File: config.mk
export PLATFORM = sky130hd
export DESIGN_NAME = sa_req_client_4x4
export DESIGN_NICKNAME = d
export VERILOG_FILES = /design/src/rtl/sa_pkg.sv /design/src/rtl/sa_req_fifo.sv /design/src/rtl/sa_req_client_4x4.sv
export SDC_FILE = /design/constraint.sdc
export NUM_CORES = 1
export LEC_CHECK = 0
export ABC_AREA = 1
export BUFFER_PORTS_ARGS = -buffer_cell sky130_fd_sc_hd__buf_4
export CORE_MARGIN = 8
export CORE_UTILIZATION = 60
export CTS_CLUSTER_SIZE = 30
export DETAILED_ROUTE_END_ITERATION = 10
export PLACE_DENSITY = 0.8
export SLEW_MARGIN = 10
export SYNTH_ARGS = -nofsm -noshare
export SYNTH_HDL_FRONTEND = slang
export SYNTH_SLANG_ARGS = --single-unit
File: constraint.sdc
create_clock -name clk -period 7.45 [get_ports clk]
set_input_delay 0.745 -clock clk [delete_from_list [all_inputs] [get_ports clk]]
set_output_delay 0.745 -clock clk [all_outputs]
set_load 0.02 [all_outputs]
File: src/rtl/sa_pkg.sv
// Shared types and vector helpers for the switch-allocator requester client.
package sa_pkg;
  localparam int NPORT = 4;

  typedef logic [1:0] port_idx_t;

  function automatic logic [2:0] popcount4(input logic [3:0] v);
    return 3'(v[0]) + 3'(v[1]) + 3'(v[2]) + 3'(v[3]);
  endfunction

  function automatic logic is_onehot4(input logic [3:0] v);
    return popcount4(v) == 3'd1;
  endfunction

  function automatic port_idx_t onehot_idx4(input logic [3:0] v);
    port_idx_t idx;
    idx = '0;
    for (int i = 0; i < NPORT; i++)
      if (v[i]) idx = port_idx_t'(i);
    return idx;
  endfunction
endpackage

File: src/rtl/sa_req_fifo.sv
// Per-port payload FIFO: refuses pushes while full, head is the oldest entry.
module sa_req_fifo #(
  parameter int DW    = 8,
  parameter int DEPTH = 4
) (
  input  logic          clk,
  input  logic          rst,
  input  logic          push,
  input  logic [DW-1:0] push_data,
  input  logic          pop,
  output logic [DW-1:0] head,
  output logic          full,
  output logic          empty
);
  localparam int AW = $clog2(DEPTH);

  logic [DW-1:0] mem [DEPTH];
  logic [AW-1:0] wr_ptr, rd_ptr;
  logic [AW:0]   count;
  logic          do_push, do_pop;

  assign full    = count == (AW+1)'(DEPTH);
  assign empty   = count == '0;
  // Fullness is judged before any same-cycle pop.
  assign do_push = push & ~full;
  assign do_pop  = pop & ~empty;
  assign head    = mem[rd_ptr];

  always_ff @(posedge clk or posedge rst) begin
    if (rst) begin
      wr_ptr <= '0;
      rd_ptr <= '0;
      count  <= '0;
    end else begin
      if (do_push) wr_ptr <= wr_ptr + AW'(1);
      if (do_pop)  rd_ptr <= rd_ptr + AW'(1);
      case ({do_push, do_pop})
        2'b10:   count <= count + (AW+1)'(1);
        2'b01:   count <= count - (AW+1)'(1);
        default: count <= count;
      endcase
    end
  end

  always_ff @(posedge clk) begin
    if (do_push) mem[wr_ptr] <= push_data;
  end
endmodule

File: src/rtl/sa_req_client_4x4.sv
// Requester side of the 4-port rotating-token switch allocator: buffers port
// payloads, requests, registers the granted payload and flags arbiter misbehaviour.
module sa_req_client_4x4 import sa_pkg::*; #(
  parameter int DW       = 8,
  parameter int DEPTH    = 4,
  parameter int MAX_WAIT = 15
) (
  input  logic              clk,
  input  logic              rst,
  input  logic [NPORT-1:0]  in_valid,
  input  logic [4*DW-1:0]   in_data,
  output logic [NPORT-1:0]  in_ready,
  output logic [NPORT-1:0]  req,
  input  logic [NPORT-1:0]  ack,
  output logic              out_valid,
  output logic [1:0]        out_port,
  output logic [DW-1:0]     out_data,
  input  logic              out_ready,
  output logic              err_proto,
  output logic [NPORT-1:0]  err_starve
);
  localparam int WW = $clog2(MAX_WAIT + 1);

  logic [NPORT-1:0] full, empty, pop, gnt_p0;
  logic [DW-1:0]    head [NPORT];
  logic             out_free, ack_bad, grant_ok;
  port_idx_t        gnt_idx;
  logic [WW-1:0]    wait_cnt [NPORT];

  for (genvar i = 0; i < NPORT; i++) begin : g_fifo
    sa_req_fifo #(.DW(DW), .DEPTH(DEPTH)) u_fifo (
      .clk       (clk),
      .rst       (rst),
      .push      (in_valid[i]),
      .push_data (in_data[i*DW +: DW]),
      .pop       (pop[i]),
      .head      (head[i]),
      .full      (full[i]),
      .empty     (empty[i])
    );
  end

  assign in_ready = ~full;
  // The arbiter grants unconditionally, so requests are withheld while the output stalls.
  assign out_free = ~out_valid | out_ready;
  assign req      = ~empty & {NPORT{out_free}};

  assign gnt_p0   = ack & req;
  assign ack_bad  = (|(ack & ~req)) | (popcount4(ack) > 3'd1);
  assign grant_ok = ~ack_bad & is_onehot4(gnt_p0);
  assign pop      = grant_ok ? gnt_p0 : '0;
  assign gnt_idx  = onehot_idx4(gnt_p0);

  // Stage boundary: grant decode -> registered output.
  always_ff @(posedge clk or posedge rst) begin
    if (rst) begin
      out_valid <= 1'b0;
      out_port  <= '0;
      out_data  <= '0;
      err_proto <= 1'b0;
    end else begin
      if (ack_bad) err_proto <= 1'b1;
      if (grant_ok) begin
        out_valid <= 1'b1;
        out_port  <= gnt_idx;
        out_data  <= head[gnt_idx];
      end else if (out_ready) begin
        out_valid <= 1'b0;
      end
    end
  end

  always_ff @(posedge clk or posedge rst) begin
    if (rst) begin
      for (int i = 0; i < NPORT; i++) wait_cnt[i] <= '0;
      err_starve <= '0;
    end else begin
      for (int i = 0; i < NPORT; i++) begin
        if (req[i] && !ack[i]) begin
          if (wait_cnt[i] != WW'(MAX_WAIT)) wait_cnt[i] <= wait_cnt[i] + WW'(1);
          if (wait_cnt[i] >= WW'(MAX_WAIT - 1)) err_starve[i] <= 1'b1;
        end else begin
          wait_cnt[i] <= '0;
        end
      end
    end
  end
endmodule

==> results of run 1 <==
==> through the flow <==
stage / power, mW / cells / util
3_5_place_dp: 2.84 / 1015 / 0.657
4_1_cts: 3.85 / 1047 / 0.704
2_1_floorplan: 2.46 / 789 / -
3_3_place_gp: 2.76 / 1015 / 0.657
6_report: 3.84 / 1047 / 0.704
5_1_grt: 4.07 / 1047 / 0.704
==> how the worst max path moves through the flow <==
stage                                          from                        end  slack [ps]  cells past startpoint
after floorplan                           out_ready  g_fifo[1].u_fifo.count[2]        3770                     19
after global placement                    out_ready  g_fifo[3].u_fifo.count[2]        3480                     19
after detailed placement                  out_ready  g_fifo[1].u_fifo.count[2]        3340                     19
after CTS                 g_fifo[3].u_fifo.count[1]  g_fifo[1].u_fifo.count[2]        3670                     18
after global routing      g_fifo[3].u_fifo.count[1]  g_fifo[1].u_fifo.count[2]        3350                     18
final                     g_fifo[3].u_fifo.count[1]  g_fifo[1].u_fifo.count[2]        3660                     18
==> routing by layer <==
layer | global-route usage | wire [um]
met5 | 0 | 0
met4 | 0.0864 | 347
met3 | 0.0534 | 1370
met2 | 0.350 | 9120
met1 | 0.244 | 7220
==> Yosys cell counts (all sizes together) <==
master | number | area [sq um]
a21oi | 23 | 115
a31oi | 1 | 6.26
buf | 17 | 125
clkbuf | 4 | 15.0
dfrtp | 60 | 1500
edfxtp | 128 | 3840
fa | 6 | 120
ha | 30 | 375
inv | 93 | 349
mux2 | 1 | 11.3
nand2 | 171 | 702
nand3 | 56 | 305
nand4 | 4 | 25.0
nor2 | 80 | 343
nor3 | 3 | 15.0
o211ai | 3 | 22.5
o21ai | 66 | 330
o21bai | 4 | 30.0
o22ai | 14 | 87.6
o31ai | 3 | 22.5
or2 | 2 | 12.5
xnor2 | 9 | 78.8
xor2 | 11 | 96.3
==> layout by cell type (no fill, tap or decap), drive strengths merged <==
master / count
clkbuf: 19
xor2: 11
nor3: 3
inv: 97
o31ai: 3
xnor2: 9
o22ai: 14
nand2: 171
ha: 30
clkinvlp: 2
buf: 67
nand4: 4
fa: 6
edfxtp: 128
o211ai: 3
dfrtp: 60
a21oi: 23
or2: 2
o21ai: 66
nand3: 56
a31oi: 1
o21bai: 4
clkinv: 2
mux2: 1
bufinv: 5
nor2: 80
==> critical path, cell delays in order, from the launching register on <==
cell and delay (ps):
dfrtp_1 380, inv_1 120, nand3_2 120, nand3_2 220, inv_1 140, fa_1 520
ha_1 200, ha_1 270, nor2_1 120, nand2_1 110, inv_1 130, nand4_1 200
inv_1 140, ha_1 150, inv_1 70, fa_1 380, a21oi_1 140, o21ai_0 100
xor2_1 160
==> kinds of logic after synthesis <==
group                    count (synthesis)  synth area share
multiplexers                             1           0.00132
adder cells (fa/ha/maj)                 36            0.0581
flip-flops                             188             0.626
AND/OR/NAND/NOR                        316             0.164
AO/OA/AOI/OAI                          114            0.0720
buffers and inverters                  114            0.0573
XOR/XNOR                                20            0.0205
==> final cells by class <==
class,count,share of cell area
inverter,93,0.0357
multi-input combinational,487,0.276
tap,180,0.0230
sequential,188,0.547
clock inverter,13,0.0214
clock buffer,19,0.0453
timing repair buffer,67,0.0515
==> registers in the layout (all words and copies together), names as in the netlist <==
signal                flops
g_fifo.u_fifo.wr_ptr      8
err_starve                4
out_data                  8
err_proto                 1
g_fifo.u_fifo.mem       128
out_valid                 1
g_fifo.u_fifo.count      12
g_fifo.u_fifo.rd_ptr      8
out_port                  2
wait_cnt                 16
==> where the power goes <==
group          leakage, nW  switching [mW]  internal [mW]  total (mW)
Sequential            1.92           0.213           1.39        1.61
Clock                0.314           0.390          0.607       0.997
Combinational         1.95           0.822          0.418        1.24
Total                 4.19            1.42           2.42        3.84
==> results.json, run 1 <==
{
  "multi_input_area_sq_um": 2700,
  "skew_ps": 7.78,
  "grt_antenna_before_repair": 0,
  "clk_pin_slew_ps": 70,
  "yosysSeqAreaShare": 0.626,
  "cp_max_fo": 11,
  "grt_pass1_wl_um": 29200,
  "io-pin-count": 67,
  "synth_area_sq_um": 8530,
  "reg2reg_depth": 18,
  "die_w_um": 135,
  "place_area_sq_um": 9120,
  "postLayoutCellArea_sq_um": 9770,
  "status": "finished clean",
  "setup.worst_path.end_class": "register",
  "worstMarginPinSlew_ps": 834,
  "start_kind": "register",
  "hold_start": "g_fifo[2].u_fifo.count[0]",
  "syn_to_final_growth_pct": 14.5,
  "rsz0062_at_grt": "false",
  "numCtsBuffers": 17,
  "vdd_drop_max_v": 0.000243,
  "finalWirelength_um": 18100,
  "core_sq_um": 13900,
  "pre_cts_ws_ps": 3340,
  "leakage_nw": 4.19,
  "cp.required_ps": 7760,
  "crit_type": "register to register",
  "ys_types": 34,
  "crit_arrival_ps": 4100,
  "relSlewSlack": 0.442,
  "start_util": 0.615,
  "die_area_sq_um": 18300,
  "min_path_type": "register to register",
  "drc_errors": 0,
  "ys_warn_count": 0,
  "first_iter_violations": 514,
  "p_per_area_nw_per_um2": 393,
  "drive_above_1_share": 0.146,
  "fp.dieH_um": 135,
  "ys_ff_latch": 188,
  "row_count": 43,
  "hold_buffers": 0,
  "cts_buffer_depth": 2,
  "cts_sinks": 188,
  "whs_path_depth": 1,
  "grt_usage": 0.206,
  "syn_nets": 868,
  "grt_pass1_vias": 5994,
  "r2r-end": "g_fifo[1].u_fifo.count[2]",
  "fmax_mhz": 264,
  "wl_per_cell_um": 17.2,
  "hold_viol_final": 0,
  "hold_end": "g_fifo[2].u_fifo.count[0]",
  "cap_violations": 0,
  "ant_nets": 0,
  "htreeDepth": 4,
  "gp_congestion": 0.829,
  "dr.pass1.iters": 5,
  "fin_setup_tns_ps": 0,
  "setup_viol": 0,
  "grt.overflow.total": 0,
  "fillers": 965,
  "grt_max_degree": 61,
  "fin_crit_ps": 3790,
  "cts_tree": "done",
  "ff_latch_area_sq_um": 5350,
  "placement.io_buffers": 66,
  "cts_setup_buffers": 0,
  "postLayoutSetupSlackWorst_ps": 3660,
  "final_max_slew_viol_count": 0,
  "clk_latency_ps": 430,
  "cts_resized": 0,
  "synth_cells": 789,
  "routed-via-count": 5862,
  "finalCritPeriodShare": 0.509,
  "drt-vias-per-instance": 5.60,
  "hold_ws_ps": 469,
  "n_antenna_cell": 0,
  "ff2ff_setup_slack_ps": 3660,
  "reg2reg_from": "g_fifo[3].u_fifo.count[1]",
  "nNetsFinal": 933,
  "avgSynthCellArea_sq_um": 10.8,
  "place_hpwl_um": 12300,
  "cts-root-buf": "clkbuf_16"
}
Power figures use the tool's default switching activity.
==> inputs of run 2 (changes only) <==
--- a/config.mk
+++ b/config.mk
@@ -8,10 +8,10 @@
 export ABC_AREA = 1
 export BUFFER_PORTS_ARGS = -buffer_cell sky130_fd_sc_hd__buf_4
 export CORE_MARGIN = 8
-export CORE_UTILIZATION = 60
+export CORE_UTILIZATION = 54
 export CTS_CLUSTER_SIZE = 30
 export DETAILED_ROUTE_END_ITERATION = 10
-export PLACE_DENSITY = 0.8
+export PLACE_DENSITY = 0.76
 export SLEW_MARGIN = 10
 export SYNTH_ARGS = -nofsm -noshare
 export SYNTH_HDL_FRONTEND = slang
==> constraint.sdc (replaced) <==
create_clock -name clk -period 3.14 [get_ports clk]
set_input_delay 0.314 -clock clk [delete_from_list [all_inputs] [get_ports clk]]
set_output_delay 0.314 -clock clk [all_outputs]
set_load 0.02 [all_outputs]
==> results.json, run 2 (synthesis gave the netlist of run 1 again) <==
{
  "largest_register_ffs": 128,
  "cp_slowest_cell": "fa_1",
  "hold_ws_ps": 29.3,
  "clk_pin_slew_ps": 70,
  "instances_no_fill": 1112,
  "io-pin-count": 67,
  "finalPower_mw": 9.15,
  "reg2reg_depth": 18,
  "internal-power_mw": 5.79,
  "grt_pass1_wl_um": 28600,
  "routed-via-count": 5752,
  "grt_usage": 0.185,
  "first_iter_violations": 330,
  "grt_max_degree": 34,
  "ff2ff_setup_slack_ps": 40,
  "die_area_sq_um": 20100,
  "postLayoutCellArea_sq_um": 10100,
  "cts_sinks": 188,
  "worstMarginPinSlew_ps": 852,
  "cts_buffer_depth": 2,
  "ant_nets": 0,
  "worst_path_most_repeated_cell": "inv_2",
  "setup_viol": 0,
  "grt_antenna_before_repair": 0,
  "grt.overflow.total": 0,
  "cts-root-buf": "clkbuf_16",
  "postLayoutCoreUtil": 0.642,
  "place_inst": 1077,
  "syn_to_final_growth_pct": 17.8,
  "p_switching_mw": 3.36,
  "final_max_slew_viol_count": 0,
  "cp_max_fo": 4,
  "grt_pass1_vias": 5685,
  "drive_above_1_share": 0.198,
  "status": "finished clean",
  "nNetsFinal": 962,
  "cp.required_ps": 3450,
  "startpoint": "g_fifo[3].u_fifo.count[2]",
  "finalWirelength_um": 17800,
  "reg2reg_from": "g_fifo[3].u_fifo.count[2]",
  "crit_type": "register to register",
  "r2r-end": "g_fifo[2].u_fifo.count[2]",
  "cap_violations": 0,
  "clk_latency_ps": 430,
  "numCtsBuffers": 17,
  "p_sw_frac": 0.367,
  "drt-vias-per-instance": 5.17,
  "start_util": 0.545,
  "n_antenna_cell": 0,
  "cts_tree": "done",
  "wl_per_cell_um": 16.0,
  "finalCritPeriodShare": 0.987,
  "rsz0062_at_grt": "true",
  "fin_setup_tns_ps": 0,
  "dr.pass1.iters": 5,
  "place_hpwl_um": 12600,
  "hold_buffers": 0,
  "hold_viol_final": 0,
  "setup.worst_path.end_class": "register",
  "fin_crit_ps": 3100,
  "cp_slowest_stage_delay_ps": 520,
  "pre_cts_ws_ps": -42.1,
  "min_path_type": "input pin to asynchronous set/reset pin",
  "power_frac_clock": 0.240,
  "placement.io_buffers": 66,
  "drc_errors": 0,
  "crit_arrival_ps": 3410,
  "reg.largest.list": "g_fifo.u_fifo.mem: 128 flops, wait_cnt: 16 flops, g_fifo.u_fifo.count: 12 flops",
  "relSlewSlack": 0.430,
  "start_kind": "register",
  "postLayoutSetupSlackWorst_ps": 39.9,
  "htreeDepth": 4,
  "gp_congestion": 0.801,
  "mostFrequentLayoutCells": "nand2_1, edfxtp_1, buf_4",
  "seqPwrFrac": 0.406,
  "row_count": 46,
  "fp.dieH_um": 142,
  "path_cells": "inv_2, nand3_2, nand3_4, inv_2, fa_1, ha_2, ha_4, nor2_4, nand2_2, inv_2, nand4_1, inv_1, ha_1, inv_1, fa_2, a21oi_2, o21ai_1, xor2_1",
  "p_per_area_nw_per_um2": 910,
  "regMostFlops": "g_fifo.u_fifo.mem",
  "timing.critical_path.buf_inv": 5,
  "place_area_sq_um": 9400,
  "skew_ps": 8.39,
  "core_sq_um": 15700,
  "p_comb_frac": 0.354,
  "crit_family": "adder cells",
  "fillers": 1242,
  "vdd_drop_max_v": 0.000479,
  "fmax_mhz": 323,
  "die_w_um": 142,
  "leakage_nw": 4.30,
  "layout_commonest_cell": "nand2_1"
}
-- run 2: how the worst max path moves through the flow --
stage	endpoint	slack, ps	cells past startpoint
floorplan	g_fifo[1].u_fifo.count[2]	-20	19
global placement	g_fifo[0].u_fifo.count[2]	10	19
detailed placement	g_fifo[0].u_fifo.count[2]	-40	19
CTS	g_fifo[2].u_fifo.count[2]	0.6	18
global route	g_fifo[1].u_fifo.count[2]	-160	18
finish	g_fifo[2].u_fifo.count[2]	40	18
-- run 2: per-layer routing --
metal  share of wire  vias up  global-route usage
met3           0.060       32              0.0460
met4           0.020        0              0.0650
met5               0        -                   0
met1            0.43     2740               0.233
li1                -     2818                   -
met2            0.49      162               0.305
-- run 2: timing repair --
| action | 4_1_cts | 5_1_grt |
|---|---|---|
| cloned | 0 | 0 |
| pin swaps | 1 | 8 |
| setup buffers | 1 | 2 |
| setup endpoints to repair | 2 | 8 |
| resized for setup | 1 | 11 |
-- run 2: final cells by class --
cell class                 count  area, sq um  share of cell area
inverter                      93          349              0.0347
tap                          216          270              0.0269
timing repair buffer          96          721              0.0717
multi-input combinational    487         2760               0.275
clock buffer                  24          504              0.0502
clock inverter                 8          100             0.00996
sequential                   188         5350               0.532
-- run 2: power by group through the flow --
stage / combinational (mW) / sequential, mW / clock [mW]
global route: 3.65 / 3.79 / 2.31
finish: 3.24 / 3.71 / 2.20
CTS: 3.20 / 3.71 / 2.22
global placement: 3.06 / 3.74 / 0
floorplan: 2.23 / 3.63 / 0
detailed placement: 3.16 / 3.76 / 0
